File: src/rtl/stream_select_arbiter.sv
// Select-token generator for the data multiplexer stage.
// Rotating-priority grant with a bounded packet burst per grantee.
module stream_select_arbiter #(
  parameter  int NUM_STREAMS = 4,
  parameter  int MAX_BURST   = 1,
  localparam int SEL_W       = $clog2(NUM_STREAMS)
) (
  input  logic                   clk,
  input  logic                   rst,
  input  logic                   enable,
  input  logic [NUM_STREAMS-1:0] req_valid,
  output logic                   select_valid,
  output logic [SEL_W-1:0]       select_data,
  input  logic                   select_ready,
  output logic                   busy,
  output logic [7:0]             burst_cnt
);

  typedef enum logic {IDLE, GRANT} state_t;

  localparam logic [SEL_W:0]   N_W   = (SEL_W+1)'(NUM_STREAMS);
  localparam logic [SEL_W-1:0] LAST  = SEL_W'(NUM_STREAMS - 1);
  localparam logic [8:0]       BURST = 9'(MAX_BURST);

  state_t           state;
  logic [SEL_W-1:0] ptr;
  logic [SEL_W-1:0] last_grant;
  logic [SEL_W-1:0] winner;
  logic [SEL_W-1:0] idx;
  logic [SEL_W:0]   sum;
  logic             found;
  logic [8:0]       cnt_inc;
  logic [7:0]       cnt_sat;
  logic [SEL_W-1:0] ptr_next;

  // First requester at or after ptr, wrapping modulo NUM_STREAMS
  always_comb begin
    found  = 1'b0;
    winner = '0;
    sum    = '0;
    idx    = '0;
    for (int k = 0; k < NUM_STREAMS; k++) begin
      sum = {1'b0, ptr} + (SEL_W+1)'(k);
      if (sum >= N_W)
        sum = sum - N_W;
      idx = sum[SEL_W-1:0];
      if (!found && req_valid[idx]) begin
        found  = 1'b1;
        winner = idx;
      end
    end
  end

  assign cnt_inc  = {1'b0, burst_cnt} + 9'd1;
  assign cnt_sat  = cnt_inc[8] ? 8'hff : cnt_inc[7:0];
  assign ptr_next = (select_data == LAST) ? '0 : select_data + 1'b1;

  always_ff @(posedge clk or posedge rst) begin
    if (rst) begin
      state        <= IDLE;
      select_valid <= 1'b0;
      select_data  <= '0;
      busy         <= 1'b0;
      burst_cnt    <= '0;
      ptr          <= '0;
      last_grant   <= '0;
    end else begin
      unique case (state)
        IDLE: begin
          if (enable && found) begin
            select_data  <= winner;
            select_valid <= 1'b1;
            busy         <= 1'b1;
            state        <= GRANT;
            last_grant   <= winner;
            if (winner != last_grant)
              burst_cnt <= '0;
          end
        end
        GRANT: begin
          if (select_ready) begin
            select_valid <= 1'b0;
            busy         <= 1'b0;
            state        <= IDLE;
            if (cnt_inc < BURST) begin
              ptr       <= select_data;
              burst_cnt <= cnt_sat;
            end else begin
              ptr       <= ptr_next;
              burst_cnt <= '0;
            end
          end
        end
        default: state <= IDLE;
      endcase
    end
  end

endmodule

File: config.mk
export PLATFORM = sky130hd
export DESIGN_NAME = stream_select_arbiter
export DESIGN_NICKNAME = d
export VERILOG_FILES = /design/src/rtl/stream_select_arbiter.sv
export SDC_FILE = /design/constraint.sdc
export NUM_CORES = 1
export LEC_CHECK = 0
export CORE_MARGIN = 8
export CORE_UTILIZATION = 25
export CTS_CLUSTER_DIAMETER = 60
export DETAILED_ROUTE_END_ITERATION = 16
export GPL_ROUTABILITY_DRIVEN = 0
export SLEW_MARGIN = 20
export SYNTH_ARGS = -nofsm -noshare
export SYNTH_HDL_FRONTEND = slang
export SYNTH_SLANG_ARGS = --single-unit
File: constraint.sdc
create_clock -name clk -period 2 [get_ports clk]
set_input_delay 0.3 -clock clk [delete_from_list [all_inputs] [get_ports clk]]
set_output_delay 0.3 -clock clk [all_outputs]
set_load 0.01 [all_outputs]
## Yosys cells after proc, flatten, opt, wreduce, memory -nomap -nowiden

Cells that the tools add are included.
W data, S select, Z words.

- Shift-type cells: 0
- Multipliers: 0
- Reduce and logical (&&, ||, !) cells: 11
- Magnitude comparators: 9
- Bitwise logic cells: 1
- Div/mod/pow operators: 0
- Multiplexer cells: 34
- Eq/ne operators: 5
- Add/sub/neg operators: 9

Operator list:

| operator | number |
|---|---|
| $mux W8 | 5 |
| $mux W2 | 10 |
| $pmux W8 S2 | 1 |
| $lt A2 B3 Y1 const B | 4 |
| $mux W1 | 12 |
| $add A8 B1 Y9 const B | 1 |
| $ge A3 B3 Y1 const B | 3 |
| $lt A9 B1 Y1 const B | 1 |
| $bmux W1 S2 | 4 |
| $sub A2 B1 Y2 const B | 4 |
| $add A2 B2 Y3 const B | 2 |
| $ne A2 B2 Y1 const B | 3 |
| $reduce_and A2 Y1 | 3 |
| $logic_and A1 B1 Y1 | 4 |
| $pmux W1 S2 | 2 |
| $add A2 B1 Y3 const B | 1 |
| $ge A2 B3 Y1 const B | 1 |
| $logic_not A1 Y1 | 3 |
| $reduce_and A3 Y1 | 1 |
| $add A2 B1 Y2 const B | 1 |
| $eq A2 B2 Y1 const B | 1 |
| $ne A2 B2 Y1 | 1 |
| $not A1 Y1 | 1 |

- ROM bits: 0
- Memories: 0
- Flip-flop bits (word level): 14
- Bits in latches: 0
- Word-level logic and storage cells: 74
- Bits of input ports: 8
- Output and inout port bits: 12
- Memory bits (writable): 0

## Longest topological paths before layout

- Depth after elaboration: 18
- Depth in mapped cells: 6
- Depth with buffers taken out: 6

## Worst setup path before layout

Ideal clock, no wire load.

- Path type: register to register
- Start: reg burst_cnt[0]
- End: reg ptr[1]
- Arrival: 1.583 ns
- Period minus slack after synthesis: 1.705 ns
- Slack: 0.295 ns
- Cell stages (with the launch flop): 7
- Buffers on the path: 0
- Library setup time: 0.123 ns
- Data required time: 1.877 ns
- Path through: dfrtp_1 > ha_1 > nand3_1 > a22o_1 > nor3_4 > a21boi_1 > a2bb2oi_2

- Cells in the longest elaborated chain, start to end: 3

RTL lines:

| element | line | RTL |
|---|---|---|
| start, declared | 16 | `output logic [7:0] burst_cnt` |
| start signal, assigned | 87 | `burst_cnt <= cnt_sat;` |
| $add A8 B1 Y9 | 54 | `assign cnt_inc = {1'b0, burst_cnt} + 9'd1;` |
| $lt A9 B1 Y1 | 85 | `if (cnt_inc < BURST) begin` |
| $mux W2 | 85 |  |
| end signal, assigned | 86 | `ptr <= select_data;` |
| end signal, assigned | 89 | `ptr <= ptr_next;` |
| end, declared | 26 | `logic [SEL_W-1:0] ptr;` |

Every way passes these cells.
A chain may end at the register's enable or synchronous reset.

## Worst setup path after layout

- Start: reg burst_cnt[1]
- End: reg ptr[1]

Same word-level chain as after synthesis.

==> impl_metrics.env <==
export IMPL_status="completed"
export IMPL_cp_num_buf_inv=0
export IMPL_cp_slowest_cell="sky130_fd_sc_hd__dfrtp_1"
export IMPL_rows=21
export IMPL_drc_violation_count_after_routing=0
export IMPL_dp_hpwl_um=1590
export IMPL_setup_reg_to_reg_worst_slack_ps=190
export IMPL_syn_num_nets=96
export IMPL_fin_worst_hold_slack_ps=364
export IMPL_p_sw_share_pct=33.6
export IMPL_routed_via_density=4.64
export IMPL_clock_latency_ps=280
export IMPL_arrival_ps=1980
export IMPL_ctsHtreeMaxLevel=1
export IMPL_clock_power_share_pct=21.4
export IMPL_cts_hold_buf=0
export IMPL_clock_sinks=14
export IMPL_yosysSeqAreaShare_pct=42.2
export IMPL_syn_cell_area_um2=830
export IMPL_yosysWarningCount=0
export IMPL_hold_path_class="primary input to asynchronous set/reset pin"
export IMPL_tritoncts="done"
export IMPL_syn_to_final_growth_pct=37.3
export IMPL_post_cts_repair_setup_buffers=0
export IMPL_library_cell_used_as_clock_root_buffer="sky130_fd_sc_hd__clkbuf_4"
export IMPL_cells_after_synth=86
export IMPL_placedCellCount=154
export IMPL_final_critical_path_setup_slack_ps=187
export IMPL_initial_utilization_pct=25.5
export IMPL_drt_antenna_violating_nets=0
export IMPL_critPathTopFamily="compound AO/OA/AOI/OAI gates"
export IMPL_syn_area_cell_um2=9.65
export IMPL_cts_resized_gates=0
export IMPL_cp_required_ps=2170
export IMPL_timing_critical_path_cells="ha_1 -> nand3_1 -> a22o_1 -> nor3_4 -> a21boi_1 -> a2bb2oi_2"
export IMPL_final_common_cell="sky130_fd_sc_hd__clkdlybuf4s50_1"
export IMPL_detail_route_iter0_violations=36
export IMPL_power_mw=0.958
export IMPL_synthDistinctLibCells=38
export IMPL_synth_edff_count=0
export IMPL_crit_path_end_kind="flip-flop"
export IMPL_placeableCoreArea_um2=3260
export IMPL_postRouteWirelength_um=2070
export IMPL_grt_max_degree=15
export IMPL_ir_worst_vdd_mv=0.204
export IMPL_fin_cells=158
export IMPL_clock_fmax_mhz=552
export IMPL_final_cell_mix="19 x sky130_fd_sc_hd__clkdlybuf4s50_1, 15 x sky130_fd_sc_hd__nand2_1, 14 x sky130_fd_sc_hd__dfrtp_1, 11 x sky130_fd_sc_hd__nor2_1, 5 x sky130_fd_sc_hd__buf_4"
export IMPL_relSlewSlack_pct=63.0
export IMPL_regArea_um2=350
export IMPL_critical_path_peak_fanout=5
export IMPL_total_setup_violations_reported_at_the_end_of_the_flow=0
export IMPL_detailedPlace_worstSlack_ps=-61.3
export IMPL_min_period_ps=1810
export IMPL_numCtsBuffers=3
export IMPL_final_period_utilization_pct=90.7
export IMPL_area_taken_by_multi_input_logic_gates_um2=452
export IMPL_share_seq_of_total_power_pct=40.2
export IMPL_net_switching_power_mw=0.322
export IMPL_ios=20
export IMPL_layout_nets=123
export IMPL_static_leakage_power_nw=0.491
export IMPL_cell_internal_power_dissipation_mw=0.636
export IMPL_global_route_overflow_total=0
export IMPL_portBuffers=19
export IMPL_fin_setup_tns_ps=0
export IMPL_worst_slew_pin_transition_ps=555
export IMPL_n_antenna_cell=0
export IMPL_die_width_um=73.6
export IMPL_power_density_cell_area_nw_per_um2=841
export IMPL_worst_setup_path_type="flip-flop to flip-flop"
export IMPL_floorplan_die_area_um2=5420
export IMPL_synth_ff_latch_count=14
export IMPL_die_h_um=73.6
export IMPL_grt_antenna_before_repair=0
export IMPL_fillerInstances=368
export IMPL_grtUsageTotal_pct=8.36
export IMPL_slew_violations=0
export IMPL_cts_max_path_buffers=2
export IMPL_drt_wirelength_per_cell_um=13.1
export IMPL_worst_setup_path_start_kind="flip-flop"
export IMPL_cpPeakStageDelay_ps=450
export IMPL_clkTransAtPathRegs_ps=90
export IMPL_power_share_of_the_combinational_group_pct=38.4
export IMPL_vias=733
export IMPL_ys_dominant_reg_cell="sky130_fd_sc_hd__dfrtp_1"
export IMPL_grt_pass1_vias=756
export IMPL_grt_first_pass_wirelength_um=3490
export IMPL_report_final_hold_viol_count=0
export IMPL_post_route_cells_drive_above_1_share_pct=13.4
export IMPL_drv_cap=0
export IMPL_ys_async_sr_fraction_pct=100
export IMPL_detailedRoute_firstPassIterationCount=4
export IMPL_grt_setup_unrepaired="false"
export IMPL_finalClockSkew_ps=3.16
flip-flops by register name, indices dropped and copies added (netlist names):
name and flops:
ptr 2, state 1, last_grant 2, burst_cnt 8, busy 1
metal layers:
metal / track usage [%] / wire length, µm
met5: 0 / 0
met4: 2.66 / 0
met3: 4.09 / 191
met2: 12.5 / 863
met1: 10.2 / 1020
power by group through the flow:
stage	combinational, mW	sequential, mW	clock (mW)
floorplan	0.236	0.387	0
global placement	0.357	0.388	0
detailed placement	0.370	0.392	0
CTS	0.375	0.386	0.213
global route	0.411	0.394	0.228
finish	0.368	0.385	0.205
synth_stat cells, drive strengths merged (2+ instances only):
cell,instances,share of area (%)
nand2,15,6.8
dfrtp,14,42
nor2,11,5.0
inv,4,1.8
nor2b,3,2.3
a211o,2,2.1
a31oi,2,1.5
buf,2,1.5
ha,2,3.0
nand2b,2,1.5
nand3,2,1.2
nor3,2,2.6
o21ai,2,1.2
o31ai,2,1.8
or4,2,2.3
through the flow:
step                util [%]  cell area [µm²]
floorplan                  -              830
global placement        33.8             1100
detailed placement      33.8             1100
CTS                     34.9             1140
global route            34.9             1140
finish                  34.9             1140
worst paths after layout:
kind                               from       endpoint  depth (start not counted)
min reg2reg                        busy           busy                          2
min                                 rst  last_grant[1]                          2
min in group clk                   busy           busy                          2
max                        burst_cnt[1]         ptr[1]                          6
max reg2reg                burst_cnt[1]         ptr[1]                          6
max in group asynchronous           rst   burst_cnt[6]                          2
area by class of cell:
cell class	instances	area share, %
Multi-Input combinational cell	66	39.7
Tap cell	46	5.05
Clock buffer	4	3.19
Sequential cell	14	30.8
Inverter	4	1.32
Timing Repair Buffer	24	20.0
kinds of logic after synthesis:
logic type                 Yosys count  synth area share [%]
AOI/OAI and AO/OA                   20                  23.2
xor gates and xnor gates             1                  1.06
adders and majority gates            2                  3.02
buffers and inverters                6                  3.32
DFF                                 14                  42.2
muxes                                1                  1.21
and+or+nand+nor                     42                  25.9
(Power assumes the default switching activity.)
